==> src/rtl/ps2_key_tracker.sv <==
// ============================================================================
// ps2_key_tracker : PS/2 scancode parser feeding a last-pressed-priority stack
//                   of held piano keys. Optional sustain: KEY_TRACKER_SUSTAIN_EN
// Revision 1.0
// ============================================================================
`default_nettype none

module ps2_key_tracker #(
  parameter int DEPTH   = 4,
  parameter int TIMEOUT = 2_000_000
) (
  input  logic       iClk,
  input  logic       iReset_n,
  input  logic       iFlag,
  input  logic [7:0] iData,
`ifdef KEY_TRACKER_SUSTAIN_EN
  input  logic       iSustain,
`endif
  output logic [7:0] oNote,
  output logic       oNoteValid,
  output logic       oPress,
  output logic       oRelease,
  output logic       oOverflow
);

  localparam int IW = $clog2(DEPTH);
  localparam int CW = $clog2(TIMEOUT);
  localparam logic [1:0] c_IDLE   = 2'd0;
  localparam logic [1:0] c_BRK    = 2'd1;
  localparam logic [1:0] c_EXT    = 2'd2;
  localparam logic [1:0] c_EXTBRK = 2'd3;
  localparam logic [IW-1:0] c_LAST = IW'(DEPTH - 1);
  localparam logic [CW-1:0] c_TMAX = CW'(TIMEOUT - 1);

  function automatic logic [4:0] keyToNote(input logic [7:0] code);
    case (code)
      8'h1C: keyToNote = 5'd1;   8'h1B: keyToNote = 5'd2;   8'h23: keyToNote = 5'd3;
      8'h2B: keyToNote = 5'd4;   8'h34: keyToNote = 5'd5;   8'h33: keyToNote = 5'd6;
      8'h3B: keyToNote = 5'd7;   8'h15: keyToNote = 5'd8;   8'h1D: keyToNote = 5'd9;
      8'h24: keyToNote = 5'd10;  8'h2D: keyToNote = 5'd11;  8'h2C: keyToNote = 5'd12;
      8'h35: keyToNote = 5'd13;  8'h3C: keyToNote = 5'd14;  8'h1A: keyToNote = 5'd15;
      8'h22: keyToNote = 5'd16;  8'h21: keyToNote = 5'd17;  8'h2A: keyToNote = 5'd18;
      8'h32: keyToNote = 5'd19;  8'h31: keyToNote = 5'd20;  8'h3A: keyToNote = 5'd21;
      default: keyToNote = 5'd0;
    endcase
  endfunction

  logic [1:0]    r_state, w_nextState;
  logic [CW-1:0] r_tmoCnt;
  logic          w_timeout, w_doPush, w_doRelease;
  logic [4:0]    w_code;
  logic          w_sustain, w_sustainFall;

  logic [4:0]    r_stack [DEPTH];
  logic          r_pend  [DEPTH];
  logic [4:0]    w_fStack [DEPTH], w_nStack [DEPTH];
  logic          w_fPend  [DEPTH], w_nPend  [DEPTH];
  logic          w_flushed, w_hit, w_press, w_release, w_overflow;
  logic [IW-1:0] w_hitIdx, w_rmIdx, w_wp;
  logic          r_press, r_release, r_overflow;

`ifdef KEY_TRACKER_SUSTAIN_EN
  logic r_sustainD;
  always_ff @(posedge iClk or negedge iReset_n) begin
    if (!iReset_n) r_sustainD <= 1'b0;
    else           r_sustainD <= iSustain;
  end
  assign w_sustain     = iSustain;
  assign w_sustainFall = r_sustainD & ~iSustain;
`else
  assign w_sustain     = 1'b0;
  assign w_sustainFall = 1'b0;
`endif

  assign w_code    = keyToNote(iData);
  assign w_timeout = (r_state != c_IDLE) && !iFlag && (r_tmoCnt == c_TMAX);

  always_ff @(posedge iClk or negedge iReset_n) begin
    if (!iReset_n) r_state <= c_IDLE;
    else           r_state <= w_nextState;
  end

  always_comb begin
    w_nextState = r_state;
    if (iFlag) begin
      case (r_state)
        c_IDLE: begin
          if (iData == 8'hE0)      w_nextState = c_EXT;
          else if (iData == 8'hF0) w_nextState = c_BRK;
        end
        c_EXT:   w_nextState = (iData == 8'hF0) ? c_EXTBRK : c_IDLE;
        default: w_nextState = c_IDLE;
      endcase
    end else if (w_timeout) begin
      w_nextState = c_IDLE;
    end
  end

  always_comb begin
    w_doPush    = iFlag && (r_state == c_IDLE) && (w_code != 5'd0);
    w_doRelease = iFlag && (r_state == c_BRK)  && (w_code != 5'd0);
  end

  // Restarts on every byte so a slow but live sequence is never abandoned.
  always_ff @(posedge iClk or negedge iReset_n) begin
    if (!iReset_n)                                    r_tmoCnt <= '0;
    else if (r_state == c_IDLE || iFlag || w_timeout) r_tmoCnt <= '0;
    else                                              r_tmoCnt <= r_tmoCnt + 1'b1;
  end

  // Pedal-up flush is applied first, then the current byte acts on the result.
  always_comb begin
    w_fStack  = r_stack;
    w_fPend   = r_pend;
    w_flushed = 1'b0;
    w_wp      = '0;
    if (w_sustainFall) begin
      for (int i = 0; i < DEPTH; i++) begin
        w_fStack[i] = '0;
        w_fPend[i]  = 1'b0;
      end
      for (int i = 0; i < DEPTH; i++) begin
        if (r_pend[i]) begin
          w_flushed = 1'b1;
        end else if (r_stack[i] != 5'd0) begin
          w_fStack[w_wp] = r_stack[i];
          w_wp           = w_wp + 1'b1;
        end
      end
    end

    w_hit    = 1'b0;
    w_hitIdx = '0;
    for (int i = 0; i < DEPTH; i++) begin
      if (!w_hit && w_fStack[i] != 5'd0 && w_fStack[i] == w_code) begin
        w_hit    = 1'b1;
        w_hitIdx = IW'(i);
      end
    end

    w_nStack   = w_fStack;
    w_nPend    = w_fPend;
    w_press    = 1'b0;
    w_release  = w_flushed;
    w_overflow = 1'b0;
    w_rmIdx    = w_hit ? w_hitIdx : c_LAST;
    if (w_doPush) begin
      if (!w_hit || w_fPend[w_hitIdx]) begin
        w_press     = 1'b1;
        w_overflow  = !w_hit && (w_fStack[DEPTH-1] != 5'd0);
        w_nStack[0] = w_code;
        w_nPend[0]  = 1'b0;
        for (int i = 1; i < DEPTH; i++) begin
          if (i <= int'(w_rmIdx)) begin
            w_nStack[i] = w_fStack[i-1];
            w_nPend[i]  = w_fPend[i-1];
          end
        end
      end
    end else if (w_doRelease && w_hit) begin
      if (w_sustain) begin
        w_nPend[w_hitIdx] = 1'b1;
      end else begin
        w_release = 1'b1;
        for (int i = 0; i < DEPTH - 1; i++) begin
          if (i >= int'(w_hitIdx)) begin
            w_nStack[i] = w_fStack[i+1];
            w_nPend[i]  = w_fPend[i+1];
          end
        end
        w_nStack[DEPTH-1] = '0;
        w_nPend[DEPTH-1]  = 1'b0;
      end
    end
  end

  always_ff @(posedge iClk or negedge iReset_n) begin
    if (!iReset_n) begin
      for (int i = 0; i < DEPTH; i++) begin
        r_stack[i] <= '0;
        r_pend[i]  <= 1'b0;
      end
      r_press    <= 1'b0;
      r_release  <= 1'b0;
      r_overflow <= 1'b0;
    end else begin
      r_stack    <= w_nStack;
      r_pend     <= w_nPend;
      r_press    <= w_press;
      r_release  <= w_release;
      r_overflow <= w_overflow;
    end
  end

  assign oNote      = {3'b000, r_stack[0]};
  assign oNoteValid = (r_stack[0] != 5'd0);
  assign oPress     = r_press;
  assign oRelease   = r_release;
  assign oOverflow  = r_overflow;

endmodule

`default_nettype wire
==> config.mk <==
export PLATFORM = sky130hd
export DESIGN_NAME = ps2_key_tracker
export DESIGN_NICKNAME = d
export VERILOG_FILES = /design/src/rtl/ps2_key_tracker.sv
export SDC_FILE = /design/constraint.sdc
export NUM_CORES = 1
export LEC_CHECK = 0
export CAP_MARGIN = 30
export CORE_UTILIZATION = 59
export CTS_BUF_LIST = sky130_fd_sc_hd__clkbuf_16
export DETAILED_ROUTE_END_ITERATION = 8
export PLACE_DENSITY_LB_ADDON = 0.25
export SLEW_MARGIN = 20
export SYNTH_ARGS = -nofsm -noshare
export SYNTH_HDL_FRONTEND = slang
export SYNTH_SLANG_ARGS = --single-unit
==> constraint.sdc <==
create_clock -name iClk -period 2.98 [get_ports iClk]
set_input_delay 0.596 -clock iClk [delete_from_list [all_inputs] [get_ports iClk]]
set_output_delay 0.596 -clock iClk [all_outputs]
set_load 0.1 [all_outputs]
==> metrics.csv <==
metric,value,unit
core_area,0.00551,mm2
power_density,843,mW/mm2
grt_pass1_wl,15800,um
vdd_drop_max,0.810,mV
postPlaceCellArea,0.00407,mm2
layout_common_cells,"75 x buf_4, 50 x dfrtp_1, 43 x nor2_1, 28 x nand2_1, 15 x buf_6",
syn-instance-count,345,
use_met1,0.426,
critical_path.startpoint_type,primary input,
gr-total-overflow,0,
hold_slack,0.237,ns
grt_usage,0.344,
die_area,0.00603,mm2
final_area,0.00476,mm2
synth_cell_types,67,
fin_crit,3.37,ns
critical_path_class,in -> reg,
clk_latency,0.29,ns
post_drt_via_cell_ratio,6.52,
synth_area_per_cell,9.78,um2
dieWidth,77.6,um
async_flop_share,1.00,
use_met2,0.586,
status,"finished, violations left",
yosys_warnings,0,
final_hold_viol_count,0,
routabilityCongestion,0.961,
hpwl,6380,um
utilization,0.865,
nets,454,
clkSinkCount,50,
ys_ff_latch,50,
grt_max_degree,35,
layout_commonest_cell,buf_4,
endpoint_kind,flip-flop,
cp.required,3.16,ns
cap_violations,0,
fmax,297,MHz
grt_pass1_vias,3200,
layout-drive-gt1-share,0.433,
cts-root-buf,clkbuf_16,
final.setup.tns,-8.71,ns
drc,0,
hold_path.class,in -> async,
synth_ff_type,dfrtp_1,
drt_iter0_markers,306,
first_pass_iters,5,
antenna_cells,0,
grt.busiest_layer,met2,
io_pins,23,
seqCellArea,0.00125,mm2
skew,0.00488,ns
seq_area_frac_synth,0.371,
worst-endpoint-arrival,3.55,ns
place_ws,-1.10,ns
num_rows,27,
worstPathMaxFanout,6,
cts_made_buffers,5,
multi_input_area,0.00230,mm2
p_leak,0.00204,uW
clkTransAtPathRegs,0.07,ns
antenna_found_initial,0,
violations,negative setup slack,
fillers,263,
final_antenna_net_count,0,
synth_edf_count,0,
cts_buffer_depth,2,
worst_slack,-0.392,ns
area_growth,41.2,%
rsz0062_at_grt,true,
syn_area,0.00337,mm2
tritoncts,done,
vias,3332,
portBuffers,19,
initial_core_util,0.613,
fin_crit_sh,1.13,
chipHeight,77.6,um
wire_per_inst,22.3,um
maxSlewViolCount,0,
routed_wl,11400,um
h-tree-depth,2,
grtUsageMet3,0.0518,
final-setup-viol-count,26,
[stage by stage]
step                std cells  total power, uW
finish                    511             4020
global route              511             4130
CTS                       503             3690
detailed placement        485             2730
global placement          484             2680
floorplan                 347             2210
[logic make-up after synthesis]
family / share of synthesized area
other: 0.00111
flip-flops: 0.371
XOR/XNOR: 0.0831
AND/OR/NAND/NOR: 0.225
multiplexers: 0.0923
buffers and inverters: 0.0612
AO/OA/AOI/OAI: 0.148
adder cells (fa/ha/maj): 0.0185
[layout make-up]
type	count	area share
well taps	72	0.0189
clock inverters	3	0.0134
multi-input cells	268	0.483
repair buffers	103	0.183
flip-flops and latches	50	0.263
clock buffers	5	0.0263
inverters	10	0.0126
[flip-flops by register name (all words and copies together) (netlist names)]
signal and cells:
oNote 5, oOverflow 1, oPress 1, oRelease 1
r_pend 4, r_stack 15, r_state 2, r_tmoCnt 21
[critical path, cell delays in order]
cell     delay (ns)
buf_12         0.12
buf_6          0.12
ha_4           0.16
mux4_2         0.49
nor2_4         0.14
nor3_4         0.06
buf_6          0.14
xnor2_4        0.13
nand3_2        0.12
buf_6          0.14
nor3_4         0.32
o22a_2         0.25
o22ai_4        0.10
o21a_1         0.21
buf_12         0.15
mux2_4         0.29
[timing repair]
item / 4_1_cts / 5_1_grt
setup buffers: 15 / 9
hold buffers: 0 / 0
cloned: 0 / 1
resized for setup: 63 / 36
pin swaps: 21 / 31
setup endpoints to repair: 27 / 27
[per-layer routing]
metal	part of all wire	wire, um
met5	0	0
met1	0.37	4260
met2	0.49	5560
met4	0.058	656
met3	0.079	903
[worst paths after layout]
path	startpoint	cells past startpoint	end	slack [ns]
worst max-delay path	iData[0]	16	r_stack[12]$_DFFE_PN0P_	-0.39
worst min-delay path	iReset_n	1	r_tmoCnt[17]$_DFF_PN0_	0.24
worst max register to register	r_stack[1]$_DFFE_PN0P_	11	r_stack[12]$_DFFE_PN0P_	-0.24
worst min register to register	r_tmoCnt[0]$_DFF_PN0_	1	r_tmoCnt[0]$_DFF_PN0_	0.50
max in group asynchronous	iReset_n	2	r_stack[1]$_DFFE_PN0P_	2.21
min in group iClk	r_tmoCnt[0]$_DFF_PN0_	1	r_tmoCnt[0]$_DFF_PN0_	0.50
[report_power, final]
| group | internal [uW] | switching, uW | total, uW |
|---|---|---|---|
| clock network | 478 | 252 | 730 |
| registers | 843 | 282 | 1130 |
| logic | 951 | 1210 | 2160 |
[synth_stat cells, types with 4 or more instances]
| library cell | n | area [um2] |
|---|---|---|
| a21oi_1 | 10 | 50.1 |
| ha_1 | 5 | 62.6 |
| buf_6 | 7 | 78.8 |
| mux2_4 | 5 | 75.1 |
| nand3_1 | 12 | 60.1 |
| mux2_2 | 8 | 90.1 |
| o21ai_0 | 8 | 40.0 |
| inv_1 | 9 | 33.8 |
| nor2_1 | 45 | 169 |
| nand4_1 | 5 | 31.3 |
| nand2_1 | 29 | 109 |
| a211oi_1 | 9 | 67.6 |
| buf_4 | 9 | 67.6 |
| o22a_1 | 7 | 61.3 |
| xnor2_1 | 16 | 140 |
| nor3_1 | 8 | 40.0 |
| mux2i_1 | 12 | 120 |
| nor4_1 | 7 | 43.8 |
| dfrtp_1 | 50 | 1250 |
| and3_1 | 4 | 25.0 |
| or3_1 | 5 | 31.3 |
| xor2_1 | 16 | 140 |
| a32o_1 | 6 | 60.1 |
No activity file was read; power rests on OpenSTA's default activity.
